File: config.mk
export PLATFORM = sky130hd
export DESIGN_NAME = pipe_ctrl_flat
export DESIGN_NICKNAME = d
export VERILOG_FILES = /design/src/rtl/pipe_ctrl_if.sv /design/src/rtl/pipe_ctrl.sv /design/src/flat_wrapper.sv
export SDC_FILE = /design/constraint.sdc
export NUM_CORES = 1
export LEC_CHECK = 0
export CORE_AREA = 2 2 98 71
export DETAILED_ROUTE_END_ITERATION = 12
export DIE_AREA = 0 0 100 73
export GPL_TIMING_DRIVEN = 1
export PLACE_DENSITY_LB_ADDON = 0.08
export RECOVER_POWER = 25
export SETUP_SLACK_MARGIN = 0.02
export SLEW_MARGIN = 20
export SYNTH_ARGS = -nofsm -noshare
export SYNTH_HDL_FRONTEND = slang
export SYNTH_SLANG_ARGS = --single-unit
File: constraint.sdc
create_clock -name clk -period 7.08 [get_ports clk]
set_input_delay 2.124 -clock clk [delete_from_list [all_inputs] [get_ports clk]]
set_output_delay 2.124 -clock clk [all_outputs]
set_load 0.005 [all_outputs]
File: src/rtl/pipe_ctrl_if.sv
// pipe_ctrl_if
//   Bundles the stall/flush handshake between the pipeline stages and the
//   central sequencer pipe_ctrl.
//   Signals:
//     stallreq_id   1   ID hold request (load-use)
//     stallreq_ex   1   EX hold request (mul/div busy)
//     stallreq_mem  1   MEM hold request (memory wait)
//     excp_req      1   exception raised at MEM
//     excp_pc       32  handler address, sampled with excp_req
//     stall         6   per-stage hold vector, [0]=PC .. [4]=MEM/WB, [5]=0
//     flush         1   clear all pipeline registers this cycle
//     new_pc        32  redirect target, valid while flush=1
//     excp_busy     1   exception sequence in progress, excp_req ignored
//     stall_timeout 1   sticky stall watchdog flag
//   Modports:
//     master  pipeline side (drives requests, receives controls)
//     slave   pipe_ctrl side
interface pipe_ctrl_if;
  logic        stallreq_id;
  logic        stallreq_ex;
  logic        stallreq_mem;
  logic        excp_req;
  logic [31:0] excp_pc;
  logic [5:0]  stall;
  logic        flush;
  logic [31:0] new_pc;
  logic        excp_busy;
  logic        stall_timeout;

  modport master (
    output stallreq_id, stallreq_ex, stallreq_mem, excp_req, excp_pc,
    input  stall, flush, new_pc, excp_busy, stall_timeout
  );

  modport slave (
    input  stallreq_id, stallreq_ex, stallreq_mem, excp_req, excp_pc,
    output stall, flush, new_pc, excp_busy, stall_timeout
  );
endinterface

File: src/rtl/pipe_ctrl.sv
// pipe_ctrl
//   Central stall/flush sequencer for the five-stage pipeline. Merges the
//   ID/EX/MEM stall requests into a per-stage hold vector, sequences
//   exception flushes (ACCEPT -> FLUSH -> REFILL) with a latched redirect PC,
//   and flags stalls that are held for MAX_STALL consecutive cycles.
//   Parameters:
//     REFILL_CYCLES  cycles after a flush in which exceptions are refused (1..15)
//     MAX_STALL      consecutive stall cycles before stall_timeout sets (2..1023)
//   Ports:
//     clk   in  pipeline clock, rising edge
//     rst   in  asynchronous active-high reset
//     bus   pipe_ctrl_if.slave (requests in, stall/flush/new_pc/status out)
//   Optional feature (macro PIPE_PERF_CNT_EN):
//     perf_stall_cyc  out 32  cycles with stall!=0, wrapping
//     perf_flush_cnt  out 16  entries to FLUSH, wrapping
module pipe_ctrl #(
  parameter int REFILL_CYCLES = 1,
  parameter int MAX_STALL     = 64
) (
  input  logic        clk,
  input  logic        rst,
  pipe_ctrl_if.slave  bus
`ifdef PIPE_PERF_CNT_EN
  ,
  output logic [31:0] perf_stall_cyc,
  output logic [15:0] perf_flush_cnt
`endif
);

  localparam int              RUN_W       = $clog2(MAX_STALL + 1);
  localparam logic [RUN_W-1:0] MAX_RUN     = RUN_W'(MAX_STALL);
  localparam logic [3:0]       REFILL_LAST = 4'(REFILL_CYCLES - 1);

  typedef enum logic [1:0] {RUN, ACCEPT, FLUSH, REFILL} state_t;

  state_t           state;
  state_t           state_next;
  logic [5:0]       req_stall;
  logic [5:0]       stall_c;
  logic             flush_c;
  logic             busy_c;
  logic [31:0]      excp_pc_q;
  logic [31:0]      new_pc_q;
  logic [3:0]       refill_cnt;
  logic [RUN_W-1:0] stall_run;
  logic             timeout_q;

  // Request merge: the highest stalled stage holds itself and everything
  // upstream of it.
  always_comb begin
    req_stall = 6'b000000;
    if (bus.stallreq_mem)     req_stall = 6'b011111;
    else if (bus.stallreq_ex) req_stall = 6'b001111;
    else if (bus.stallreq_id) req_stall = 6'b000111;
  end

  // Next-state and output decode for the exception sequencer.
  always_comb begin
    state_next = state;
    stall_c    = 6'b000000;
    flush_c    = 1'b0;
    busy_c     = 1'b0;
    case (state)
      RUN: begin
        stall_c = req_stall;
        if (bus.excp_req) state_next = ACCEPT;
      end
      ACCEPT: begin
        stall_c    = 6'b011111;
        busy_c     = 1'b1;
        state_next = FLUSH;
      end
      FLUSH: begin
        flush_c    = 1'b1;
        busy_c     = 1'b1;
        state_next = REFILL;
      end
      REFILL: begin
        stall_c = req_stall;
        busy_c  = 1'b1;
        if (refill_cnt == 4'd0) state_next = RUN;
      end
      default: state_next = RUN;
    endcase
    // The request merge is combinational, so it must be masked while reset
    // is asserted to present an all-zero hold vector.
    if (rst) stall_c = 6'b000000;
  end

  // State register, redirect latch, refill window and stall watchdog.
  always_ff @(posedge clk or posedge rst) begin
    if (rst) begin
      state      <= RUN;
      excp_pc_q  <= 32'd0;
      new_pc_q   <= 32'd0;
      refill_cnt <= 4'd0;
      stall_run  <= '0;
      timeout_q  <= 1'b0;
    end else begin
      state <= state_next;
      if (state == RUN && bus.excp_req) excp_pc_q <= bus.excp_pc;
      // new_pc only changes on the edge into FLUSH so it holds outside it.
      if (state == ACCEPT) new_pc_q <= excp_pc_q;
      if (state == FLUSH) refill_cnt <= REFILL_LAST;
      else if (state == REFILL && refill_cnt != 4'd0) refill_cnt <= refill_cnt - 4'd1;
      if (state == FLUSH || stall_c == 6'b000000) stall_run <= '0;
      else if (stall_run != MAX_RUN) stall_run <= stall_run + RUN_W'(1);
      if (stall_c != 6'b000000 && stall_run == MAX_RUN - RUN_W'(1)) timeout_q <= 1'b1;
    end
  end

`ifdef PIPE_PERF_CNT_EN
  // Performance counters; ACCEPT always leads into FLUSH, so counting on
  // ACCEPT counts FLUSH entries.
  always_ff @(posedge clk or posedge rst) begin
    if (rst) begin
      perf_stall_cyc <= 32'd0;
      perf_flush_cnt <= 16'd0;
    end else begin
      if (stall_c != 6'b000000) perf_stall_cyc <= perf_stall_cyc + 32'd1;
      if (state == ACCEPT) perf_flush_cnt <= perf_flush_cnt + 16'd1;
    end
  end
`endif

  assign bus.stall         = stall_c;
  assign bus.flush         = flush_c;
  assign bus.new_pc        = new_pc_q;
  assign bus.excp_busy     = busy_c;
  assign bus.stall_timeout = timeout_q;

endmodule
File: src/flat_wrapper.sv
// flat-port wrapper written by rule: the top's interface ports become plain ports
module pipe_ctrl_flat 
#(
  parameter int REFILL_CYCLES = 1,
  parameter int MAX_STALL     = 64
)
  (clk, rst, bus_stallreq_id, bus_stallreq_ex, bus_stallreq_mem, bus_excp_req, bus_excp_pc, bus_stall, bus_flush, bus_new_pc, bus_excp_busy, bus_stall_timeout);
  pipe_ctrl_if bus_i ();
  input  logic clk;
  input  logic rst;
  input wire logic [$bits(bus_i.stallreq_id)-1:0] bus_stallreq_id;
  input wire logic [$bits(bus_i.stallreq_ex)-1:0] bus_stallreq_ex;
  input wire logic [$bits(bus_i.stallreq_mem)-1:0] bus_stallreq_mem;
  input wire logic [$bits(bus_i.excp_req)-1:0] bus_excp_req;
  input wire logic [$bits(bus_i.excp_pc)-1:0] bus_excp_pc;
  output wire logic [$bits(bus_i.stall)-1:0] bus_stall;
  output wire logic [$bits(bus_i.flush)-1:0] bus_flush;
  output wire logic [$bits(bus_i.new_pc)-1:0] bus_new_pc;
  output wire logic [$bits(bus_i.excp_busy)-1:0] bus_excp_busy;
  output wire logic [$bits(bus_i.stall_timeout)-1:0] bus_stall_timeout;
  assign bus_i.stallreq_id = bus_stallreq_id;
  assign bus_i.stallreq_ex = bus_stallreq_ex;
  assign bus_i.stallreq_mem = bus_stallreq_mem;
  assign bus_i.excp_req = bus_excp_req;
  assign bus_i.excp_pc = bus_excp_pc;
  assign bus_stall = bus_i.stall;
  assign bus_flush = bus_i.flush;
  assign bus_new_pc = bus_i.new_pc;
  assign bus_excp_busy = bus_i.excp_busy;
  assign bus_stall_timeout = bus_i.stall_timeout;
  pipe_ctrl #(.REFILL_CYCLES(REFILL_CYCLES), .MAX_STALL(MAX_STALL)) u_core (.clk(clk), .rst(rst), .bus(bus_i));
endmodule
==> reports/metrics.cfg <==
[cts]
hold_buffers=0
cts_resized=0
clock_latency_ns=0.35
cts_tree=yes
clockBufferDepth=2
postCtsSetupBuffers=0
cts_buffers=9
htreeDepth=3
path_clk_slew_ns=0.07
root_buffer=clkbuf_8
clock-sinks=78

[floorplan]
coreArea_um2=6506
die_area_um2=7300
floorplan.initialDensity_pct=50.40
die_x_um=100
row_count=25
ios=79
die_h_um=73

[critical_path]
cp_cell_sequence=dlygate4sd3_1 > nor2_1 > o211ai_4 > inv_1 > clkdlybuf4s50_1
slowest_delay_ns=0.58
critPathRequiredTime_ns=4.96
crit_slowest_cell=dlygate4sd3_1
reg2reg_depth=5
path_class=in2out
critPathCaptureType=primary output
worstSetupStartpointType=input port
cp.arrival_ns=3.80
path_max_fanout=9

[timing]
maxSlewHeadroom_pct=-12.52
layout_setup_ws_ns=1.155
worst_pin_slew_ns=1.688
finalMaxSlewViolations=37
hold_viol_final=0
post-route-min-period_ns=5.925
rsz0062_at_grt=no
setup_viol=0
fmax_ghz=0.1688
fin_skew_ns=0.005976
fin_crit_sh_pct=83.68
fin_tns_setup_ns=0

[placement]
io_buffers=77
dp_slack_ns=1.167
routabilityCongestion=0.7777
place_hpwl_um=3859
place_inst=379

[synthesis]
ys_types=35
synth_warnings=0
async_flop_share_pct=100.0
synth-seq-cells=78
netlist_instances=232
synth.cell_area_um2=3279
syn_avg_cell_area_um2=14.14
synth_edf_count=0
synth_nets=279
synthFlopType=dfrtp_1
synth-seq-area-share_pct=59.52

[drt]
drc_errors=0
routed.top_layer=met4
drtPass1Iterations=4
num_vias=2011
dr_wl_met3_um=405
wl_per_cell_um=14.54
via_per_inst=5.091
routed-wl-met2_um=2683
ant_nets=0
wl_met1_um=2601
drtIter0Drc=71
routed_wl_um=5745

[min_path]
hold_depth=2
hold_class=reg2reg

[cells_and_area]
syn2layout_area_growth_pct=30.68
diodes=0
final_common_cell=dfrtp_1
fin_nets=356
layout_common_cells=dfrtp_1 (78), clkdlybuf4s50_1 (76), mux2_2 (64)
final_util_pct=65.87
layout-drive-gt1-share_pct=28.98
nFillCells=491
stdcell_count=395

[global_route]
grt_pass1_wl_um=9735
grt_util_all_layers_pct=17.74
overflow=0
antenna_found_initial=0
grt_max_degree=49
grt_pass1_vias=2040

[power_and_ir_drop]
power_w=0.001788
power.density_nw_per_um2=417.3
p_leak_nw=1.831
irDropWorstVdd_mv=0.2038

[outcome]
violations=max-capacitance violations, max-slew violations
outcome=complete, but fails checks

[run]
max_cap_violations=1

kinds of logic (layout without fill, tap and decap cells):
logic type	count (synthesis)	count (layout)	synth area share, %
other cells	1	1	0.1144
mux	66	66	22.59
simple gates	26	26	4.388
xor+xnor	2	2	0.5342
compound gates	23	23	5.495
fa+ha+maj	9	9	3.434
flops	78	78	59.52
buf+inv	27	109	3.930
layout make-up:
class | instances | area, µm² | area share [%]
flip-flops and latches | 78 | 1952 | 45.55
multi-input cells | 127 | 1199 | 27.97
repair buffers | 79 | 785.8 | 18.34
clock buffers | 12 | 165.2 | 3.854
well taps | 81 | 101.3 | 2.365
inverters | 14 | 53.80 | 1.255
clock inverters | 4 | 28.78 | 0.6715
per-layer routing:
| metal | global-route usage, % | up-vias |
|---|---|---|
| met5 | 0 | - |
| met4 | 5.023 | 0 |
| met3 | 8.046 | 7 |
| met2 | 27.55 | 54 |
| met1 | 22.75 | 988 |
| li1 | - | 962 |
critical path: cells and delay by family:
kind | cells | cell delay (ns)
buffers and inverters | 3 | 1.25
AND/OR/NAND/NOR | 1 | 0.24
AO/OA/AOI/OAI | 1 | 0.18
registers in the layout, indices dropped and copies added, names as in the netlist:
signal,flops
u_core.stall_run,7
u_core.refill_cnt,4
u_core.bus.stall_timeout,1
u_core.bus.new_pc,32
u_core.state,2
u_core.excp_pc_q,32
through the flow:
step / area, µm² / hold slack, ns
3_3_place_gp: 4094 / 0.4517
6_report: 4285 / 0.4775
2_1_floorplan: 3279 / 0.4562
5_1_grt: 4285 / 0.5203
4_1_cts: 4288 / 0.4767
3_5_place_dp: 4094 / 0.4450
report_power, final:
part | leakage (nW) | switching (W) | internal (W)
Sequential | 0.945 | 0.0000977 | 0.000647
Combinational | 0.791 | 0.000256 | 0.000470
Clock | 0.0950 | 0.000161 | 0.000157
cell usage after synthesis, types with 3 or more instances:
cell     number  area, µm²
mux2_2       64      720.7
buf_2         7      35.03
a21oi_1       9      45.04
dfrtp_1      78       1952
inv_1        14      52.55
nor2_1        7      26.28
buf_4         3      22.52
ha_1          9      112.6
nand2_1       4      15.01
nand3_1       4      20.02
final timing paths:
| kind | from | endpoint | slack (ns) |
|---|---|---|---|
| worst min-delay path | u_core.bus.stall_timeout | u_core.bus.stall_timeout | 0.48 |
| worst max register to register | u_core.state[1] | u_core.bus.stall_timeout | 4.31 |
| worst max-delay path | rst | bus_stall[1] | 1.16 |
| min in group asynchronous | rst | u_core.bus.new_pc[23] | 2.55 |
| max in group asynchronous | rst | u_core.bus.stall_timeout | 3.35 |
| worst min register to register | u_core.bus.stall_timeout | u_core.bus.stall_timeout | 0.48 |
(Power assumes the default switching activity.)
==> RTL edit (config.mk and constraints unchanged) <==
Encoding of `state_t`: now one-hot (4 bits for 4 states).
--- a/src/rtl/pipe_ctrl.sv
+++ b/src/rtl/pipe_ctrl.sv
@@ -32,5 +32,5 @@
   localparam logic [3:0]       REFILL_LAST = 4'(REFILL_CYCLES - 1);
 
-  typedef enum logic [1:0] {RUN, ACCEPT, FLUSH, REFILL} state_t;
+  typedef enum logic [3:0] {RUN = 4'b0001, ACCEPT = 4'b0010, FLUSH = 4'b0100, REFILL = 4'b1000} state_t;
 
   state_t           state;
Behaviour: same outputs for any inputs over 10 cycles, from zero or initial values and one cycle with rst high; not proved beyond that.
==> RTL edit against the unedited design <==
- the run still ends with max-capacitance violations, max-slew violations left
- combinational power decreased by 7.2%
- final area increased by 4.0%
- fmax decreased by 9.0%
- worst setup slack got worse by 0.59 ns
- power increased by 3.5%
- area after synthesis increased by 5.2%
- core utilization increased by 2.6 points
- wire length increased by 8.7%
- sequential power increased by 4.0%
- critical path depth unchanged
- sequential cell count increased by 2
- via count increased by 2.3%
- largest power group unchanged
==> RTL edit: results (changes against the unedited design) <==
Parameter                              Value

STA
  Portion of the clock cycle consumed by the worst path in the final layout    92.0% (+8.3 points)
  Max-slew violation count    72 (+95%)
  Worst max-slew margin expressed relative to the limit    -71.8% (-59 points)
  Clock Skews    0.00865 ns (+0.00267 ns)

Global route
  Pin count of the biggest net entering global routing    77 (+57%)
  Global Route met1 Usage    24.3% (+1.6 points)
  GRT Total Usage    18.3% (+0.57 points)
  Vias in the first global route    2,029 (-0.54%)
  Global-route wire length before repair    10,100 um (+4.1%)

Critical path
  Largest stage delay on the critical path    0.66 ns (+0.08 ns)
  CP Data Arrival Time    4.39 ns (+0.59 ns)
  Worst setup path startpoint    bus_stallreq_ex
  Count of cells along the worst register-to-register path    4 (-1)
  Slack of the worst reg-to-reg path    3.74 ns (-0.57 ns)
  Slowest cell on the critical path    sky130_fd_sc_hd__a31oi_1
  End point of the critical path    bus_stall[2]
  Crit Reg-Reg Endpoint    u_core.excp_pc_q[29]

Synthesis
  Area share of fa/ha/maj cells after synthesis    1.45% (-2.0 points)
  Fraction of the mapped netlist area in compound gates    4.97% (-0.53 points)
  Top cells by area, synth    sky130_fd_sc_hd__dfrtp_1, sky130_fd_sc_hd__mux2_4, sky130_fd_sc_hd__mux2_2, sky130_fd_sc_hd__mux2_1, sky130_fd_sc_hd__buf_6
  Mapped Cells    229 (-1.3%)
  Mux share of post-synthesis cell area    24.2% (+1.6 points)
  Net count after synthesis    271 (-2.9%)
  Post-synthesis sequential area ratio    58.0% (-1.5 points)

Place
  GPL Wtd Cong    0.784 (+0.76%)
  Post-detailed-placement half-perimeter wirelength    4090 um (+5.9%)
  Placed instance area    0.00424 mm2 (+3.6%)
  Placed Cells    377 (-0.53%)

Pwr
  Peak VDD IR    228 uV (+12%)
  Standby leakage power    0.00192 uW (+4.6%)

Run status
  Result of the run    complete, but fails checks
  Violations in the final reports    max-capacitance violations, max-slew violations

Drt
  Total wire length    6240 um (+8.7%)
  M1 WL    2840 um (+9.2%)
  Wire length on met2    2910 um (+8.4%)
  Detailed Route Iter0 Violations    52 (-27%)
  Total met3 wirelength after detailed routing    442 um (+9.1%)

Layout
  # nets final    349 (-2.0%)
  Layout area overhead    29.2%
  Fraction of final layout cells with drive strength greater than 1    26.0% (-3.0 points)

Floorplan
  Initial Util    53.0% (+2.6 points)

Run
  Max-capacitance violation count    2 (+1)
RTL edit: changes by cell type in the layout (fill, tap and decap cells not counted), moves of 4 or more:
| cell | before | now |
|---|---|---|
| sky130_fd_sc_hd__a211oi_1 | 1 | 7 |
| sky130_fd_sc_hd__a21oi_1 | 9 | 2 |
| sky130_fd_sc_hd__clkdlybuf4s50_1 | 76 | 72 |
| sky130_fd_sc_hd__dlygate4sd3_1 | 1 | 5 |
| sky130_fd_sc_hd__ha_1 | 9 | 4 |
| sky130_fd_sc_hd__inv_1 | 13 | 8 |
| sky130_fd_sc_hd__mux2_1 | 0 | 10 |
| sky130_fd_sc_hd__mux2_2 | 64 | 26 |
| sky130_fd_sc_hd__mux2_4 | 0 | 28 |
RTL edit: worst min-delay path by stage:
| stage | to | slack [ns] | cells after the start |
|---|---|---|---|
| final | u_core.bus.stall_timeout | 0.47 | 2 |
| after global routing | u_core.bus.new_pc[21] | 0.51 | 1 |
| after CTS | u_core.bus.stall_timeout | 0.48 | 2 |
| after detailed placement | u_core.bus.stall_timeout | 0.47 | 2 |
| after global placement | u_core.bus.stall_timeout | 0.46 | 2 |
| after floorplan | u_core.refill_cnt[3] | 0.44 | 1 |
RTL edit: per-stage QoR:
step	utilization [%]	total power (uW)	hold slack (ns)
global route	68.5	1960	0.509
detailed placement	65.2	1460	0.466
CTS	68.9	1870	0.484
floorplan	-	1170	0.441
finish	68.5	1850	0.475
global placement	65.2	1430	0.459
RTL edit: report_power, final:
| part | internal (uW) | switching [uW] |
|---|---|---|
| Sequential | 657 | 118 |
| Clock | 244 | 158 |
| Combinational | 463 | 211 |
RTL edit: final cells by class:
type	instances	area, um2
well taps	81	101
clock buffers	11	141
flip-flops and latches	80	2000
inverters	9	35.0
clock inverters	5	104
fillers	473	2050
repair buffers	80	786
multi-input cells	127	1290
